## src/rtl/regfile_sb.sv

```systemverilog
// Register file with per-register scoreboard busy bits, combinational reads
// with writeback bypass, and a registered count of busy registers.
module regfile_sb #(
  parameter int unsigned DATA_W = 32,
  parameter int unsigned ADDR_W = 5,
  parameter int unsigned NREAD  = 2
) (
  input  logic                     clk,
  input  logic                     rst_n,
  input  logic [NREAD*ADDR_W-1:0]  rd_addr,
  output logic [NREAD*DATA_W-1:0]  rd_data,
  output logic [NREAD-1:0]         rd_busy,
  input  logic                     wr_en,
  input  logic [ADDR_W-1:0]        wr_addr,
  input  logic [DATA_W-1:0]        wr_data,
  input  logic                     iss_en,
  input  logic [ADDR_W-1:0]        iss_addr,
  input  logic                     flush,
  output logic [ADDR_W:0]          busy_cnt
);

  localparam int unsigned Depth = 1 << ADDR_W;

  logic [DATA_W-1:0] mem_q [Depth];
  logic [Depth-1:0]  busy_q, busy_d;
  logic [ADDR_W:0]   cnt_q, cnt_d;
  logic              wr_hit, iss_hit;

  assign wr_hit  = wr_en && (wr_addr != '0);
  assign iss_hit = iss_en && (iss_addr != '0) && !flush;

  // Issue is applied after writeback so a same-address collision leaves busy set.
  always_comb begin
    busy_d = busy_q;
    if (wr_hit) busy_d[wr_addr] = 1'b0;
    if (flush) begin
      busy_d = '0;
    end else if (iss_hit) begin
      busy_d[iss_addr] = 1'b1;
    end
    busy_d[0] = 1'b0;
  end

  always_comb begin
    cnt_d = '0;
    for (int unsigned i = 0; i < Depth; i++) begin
      cnt_d = cnt_d + {{ADDR_W{1'b0}}, busy_d[i]};
    end
  end

  always_comb begin
    rd_data = '0;
    rd_busy = '0;
    for (int unsigned k = 0; k < NREAD; k++) begin
      if (wr_hit && (wr_addr == rd_addr[k*ADDR_W +: ADDR_W])) begin
        rd_data[k*DATA_W +: DATA_W] = wr_data;
      end else if (rd_addr[k*ADDR_W +: ADDR_W] != '0) begin
        rd_data[k*DATA_W +: DATA_W] = mem_q[rd_addr[k*ADDR_W +: ADDR_W]];
      end
      rd_busy[k] = busy_q[rd_addr[k*ADDR_W +: ADDR_W]];
    end
  end

  always_ff @(posedge clk) begin
    if (!rst_n) begin
      for (int unsigned i = 0; i < Depth; i++) begin
        mem_q[i] <= '0;
      end
      busy_q <= '0;
      cnt_q  <= '0;
    end else begin
      if (wr_hit) mem_q[wr_addr] <= wr_data;
      busy_q <= busy_d;
      cnt_q  <= cnt_d;
    end
  end

  assign busy_cnt = cnt_q;

endmodule

```

## config.mk

```make
export PLATFORM = sky130hd
export DESIGN_NAME = regfile_sb
export DESIGN_NICKNAME = d
export VERILOG_FILES = /design/src/rtl/regfile_sb.sv
export SDC_FILE = /design/constraint.sdc
export NUM_CORES = 2
export LEC_CHECK = 0
export ABC_AREA = 0
export CORE_MARGIN = 2
export CORE_UTILIZATION = 55
export CTS_CLUSTER_SIZE = 24
export DETAILED_ROUTE_END_ITERATION = 7
export GPL_ROUTABILITY_DRIVEN = 1
export MAX_ROUTING_LAYER = met4
export PLACE_DENSITY_LB_ADDON = 0.3
export SLEW_MARGIN = 20
export SYNTH_ARGS = -nofsm -noshare
export SYNTH_HDL_FRONTEND = slang
export SYNTH_SLANG_ARGS = --single-unit
```

## constraint.sdc

```tcl
create_clock -name clk -period 8.65 [get_ports clk]
set_input_delay 2.1625 -clock clk [delete_from_list [all_inputs] [get_ports clk]]
set_output_delay 2.1625 -clock clk [all_outputs]
set_load 0.05 [all_outputs]
```

==> metrics.txt <==
outcome=finished, final reports clean; fin crit period=7.97 ns; Synth Flop Type=edfxtp_1; Core ar.=0.105 mm²; Seq/Total Area, Yosys=0.542; Comb pwr share=0.145; Hold Vio Cnt, Final=0; setup violators final=0; CTS resizes=0; GPL Wtd Cong=0.903; CTS Hold Bufs=0; Hold Path Origin=busy_q[12]; Clock Skew=0.0264 ns; CP required=6.49 ns; initial drt markers=6638; number of H-tree levels=3; gr usage total=0.388; TritonCTS Buffers=111; WL final=202000 µm; Via-to-Cell Ratio=7.03; Final Cycle Share=0.922; maximum clock rate=125 MHz; Yosys cell types=65; CP peak stage delay=0.64 ns; # rows=119; CP arrival=5.81 ns; Die Ht=329 µm; EDFF count, synth=1024; drt pass-1 iters=6; FF-to-FF path depth=17; Crit. End Element=primary output; die area=0.108 mm²; DR vias=40.0k; vias in the first global route=39.8k; TritonCTS clock tree=yes; worst-path maximum fanout=20; number of buffers added on ports=128; Syn Std Cell Area=0.0581 mm²; fin. max-slew vios=0; FF-to-FF setup slack=3.18 ns; clock power share=0.377; global-route wire length before repair=286000 µm; final HPWL from detailed placement=117000 µm; Int Power=9.33 mW; Clock transition at path regs=0.06 ns; Initial Utilization=0.553; Buf+Inv Stages, Crit Path=4; Hold Path Sink=busy_q[12]; global route total overflow=0; CP Class=in2out; P&R area growth vs syn=11.7%; Switch Pwr=3.36 mW; Setup Fix Bufs, Post-CTS=0; initial antenna violation count=17; clock root cell=clkbuf_16; Reg2Reg Capture Point=busy_cnt[4]; sequential share of power=0.478; Slew headroom=0.206; worst vdd ir=202 µV; Mapped Cells=4175; share of cells above drive strength 1=0.223; Clk Latency, worst-skew pair=0.71 ns; Design Power=12.7 mW; WL per Instance=35.5 µm; max cap viols=0; clock buffer depth=3; switch share=0.265; die span in x=329 µm; RSZ-0062 raised after global routing=false; syn avg cell area=13.9 µm²; reg2reg start=busy_q[20]; Synth Warn #=0; # DRC=0; final net count=4286; Power Density=196 mW/mm²; # clock sinks=1061; Fin Setup TNS=0 ns; Hold Path Depth=2; I/O pin count=129; number of synthesized register bits=1061; ys async rst share=0; Slowest cell on crit path=clkdlybuf4s50_1; CP dominant cell by count=buf_4; Worst setup SP type=input port; Leak=23.0 nW; CP Cell Sequence=clkdlybuf4s50_1 > buf_4 > or3_1 > o21ai_2 > o31a_2 > buf_4 > o221ai_1 > o21ai_0 > buf_12; Worst-Margin Slew=1.19 ns; pin count of the biggest net entering global routing=79; Final ANT Viol Nets=0; HP Class=reg2reg; CP top delay family=buffers and inverters
area by class of cell:
cell class / instances / area, µm²
diodes: 13 / 32.5
clock buffers: 133 / 2900
clock inverters: 70 / 654
fillers: 7764 / 40100
inverters: 32 / 121
multi-input cells: 2672 / 25000
flip-flops and latches: 1061 / 31500
well taps: 1391 / 1740
repair buffers: 321 / 2930
registers in the layout, summed over array words and instances (netlist names):
register and count:
busy_q 31, mem_q 1024, busy_cnt 6
metrics by stage:
stage / worst slack [ns] / hold WS (ns) / util / instance area (µm²) / std cells
final: 0.677 / 0.611 / 0.618 / 64900 / 5693
after global routing: 0.558 / 0.639 / 0.618 / 64800 / 5687
after CTS: 0.781 / 0.604 / 0.618 / 64800 / 5680
after detailed placement: 0.108 / 0.589 / 0.584 / 61300 / 5477
after global placement: 0.104 / 0.591 / 0.584 / 61300 / 5477
after floorplan: 0.874 / 0.498 / - / 58200 / 4206
per-layer routing:
metal  GRT usage  up-vias  share of wire
met4       0.213        0          0.064
li1            -    15871              -
met2       0.567     3363           0.45
met1       0.486    20073           0.35
met5           -        -              0
met3       0.116      730           0.14
cell usage in the layout, fill, tap and decap left out, drive strengths merged, types with 13 or more instances in the layout:
cell	netlist	routed
a211oi	33	33
a21oi	65	65
a221oi	22	22
a22o	24	24
a22oi	83	83
a32o	53	53
and2	1002	1002
buf	130	272
clkbuf	311	133
clkdlybuf4s50	0	49
clkinv	0	53
conb	1	32
dfxtp	37	37
diode	0	13
edfxtp	1024	1024
fa	23	23
inv	32	36
mux2	41	41
mux2i	308	308
mux4	396	396
nand2	126	126
nand3	67	67
nor2	82	82
nor2b	48	48
nor3	49	49
o21ai	20	20
o22ai	82	82
or2	15	15
cell usage after synthesis, drive strengths merged (11+ instances only):
library cell,number,area share
edfxtp,1024,0.53
and2,1002,0.11
mux4,396,0.15
clkbuf,311,0.020
mux2i,308,0.053
buf,130,0.013
nand2,126,0.0081
a22oi,83,0.011
nor2,82,0.0054
o22ai,82,0.0088
nand3,67,0.0058
a21oi,65,0.0056
a32o,53,0.0091
nor3,49,0.0044
nor2b,48,0.0052
mux2,41,0.0080
dfxtp,37,0.013
a211oi,33,0.0043
inv,32,0.0021
a22o,24,0.0036
fa,23,0.0079
a221oi,22,0.0033
o21ai,20,0.0018
or2,15,0.0016
o221ai,11,0.0017
power groups by stage:
stage / logic (mW) / clock network (mW) / registers, mW
after floorplan: 1.14 / 0 / 6.11
after global placement: 1.79 / 0 / 6.14
after detailed placement: 1.79 / 0 / 6.16
after CTS: 1.80 / 4.77 / 6.05
after global routing: 1.89 / 4.97 / 6.09
final: 1.84 / 4.78 / 6.06
worst max-delay path by stage:
stage           startpoint  cells past startpoint           to  slack (ns)
2_1_floorplan   wr_addr[3]                     22  busy_cnt[4]        0.87
3_3_place_gp   iss_addr[2]                     20  busy_cnt[4]        0.10
3_5_place_dp   iss_addr[2]                     20  busy_cnt[4]        0.11
4_1_cts         wr_addr[2]                      9  rd_data[45]        0.78
5_1_grt        iss_addr[2]                     20  busy_cnt[4]        0.56
6_report        wr_addr[2]                      9  rd_data[63]        0.68
kinds of logic (layout without fill, tap and decap cells):
group / after synthesis / in the layout / share of synthesized area
fa+ha+maj: 30 / 30 / 0.00944
buf+inv: 473 / 556 / 0.0349
compound gates: 418 / 418 / 0.0524
mux: 745 / 745 / 0.215
other cells: 1 / 45 / 0.0000646
xor+xnor: 12 / 12 / 0.00181
flops: 1061 / 1061 / 0.542
simple gates: 1435 / 1435 / 0.144
worst register-to-register path, stage by stage, from the launching register on:
cell and delay, ns:
dfxtp_1 0.37, a22oi_1 0.10, or2_2 0.31, fa_1 0.52, fa_1 0.51, inv_1 0.05
fa_1 0.47, inv_1 0.05, fa_1 0.46, fa_1 0.50, inv_1 0.05, fa_1 0.45
fa_1 0.43, fa_1 0.48, a21o_1 0.17, a21oi_1 0.17, xor2_1 0.17, nor2_1 0.06
(Power assumes the default switching activity.)
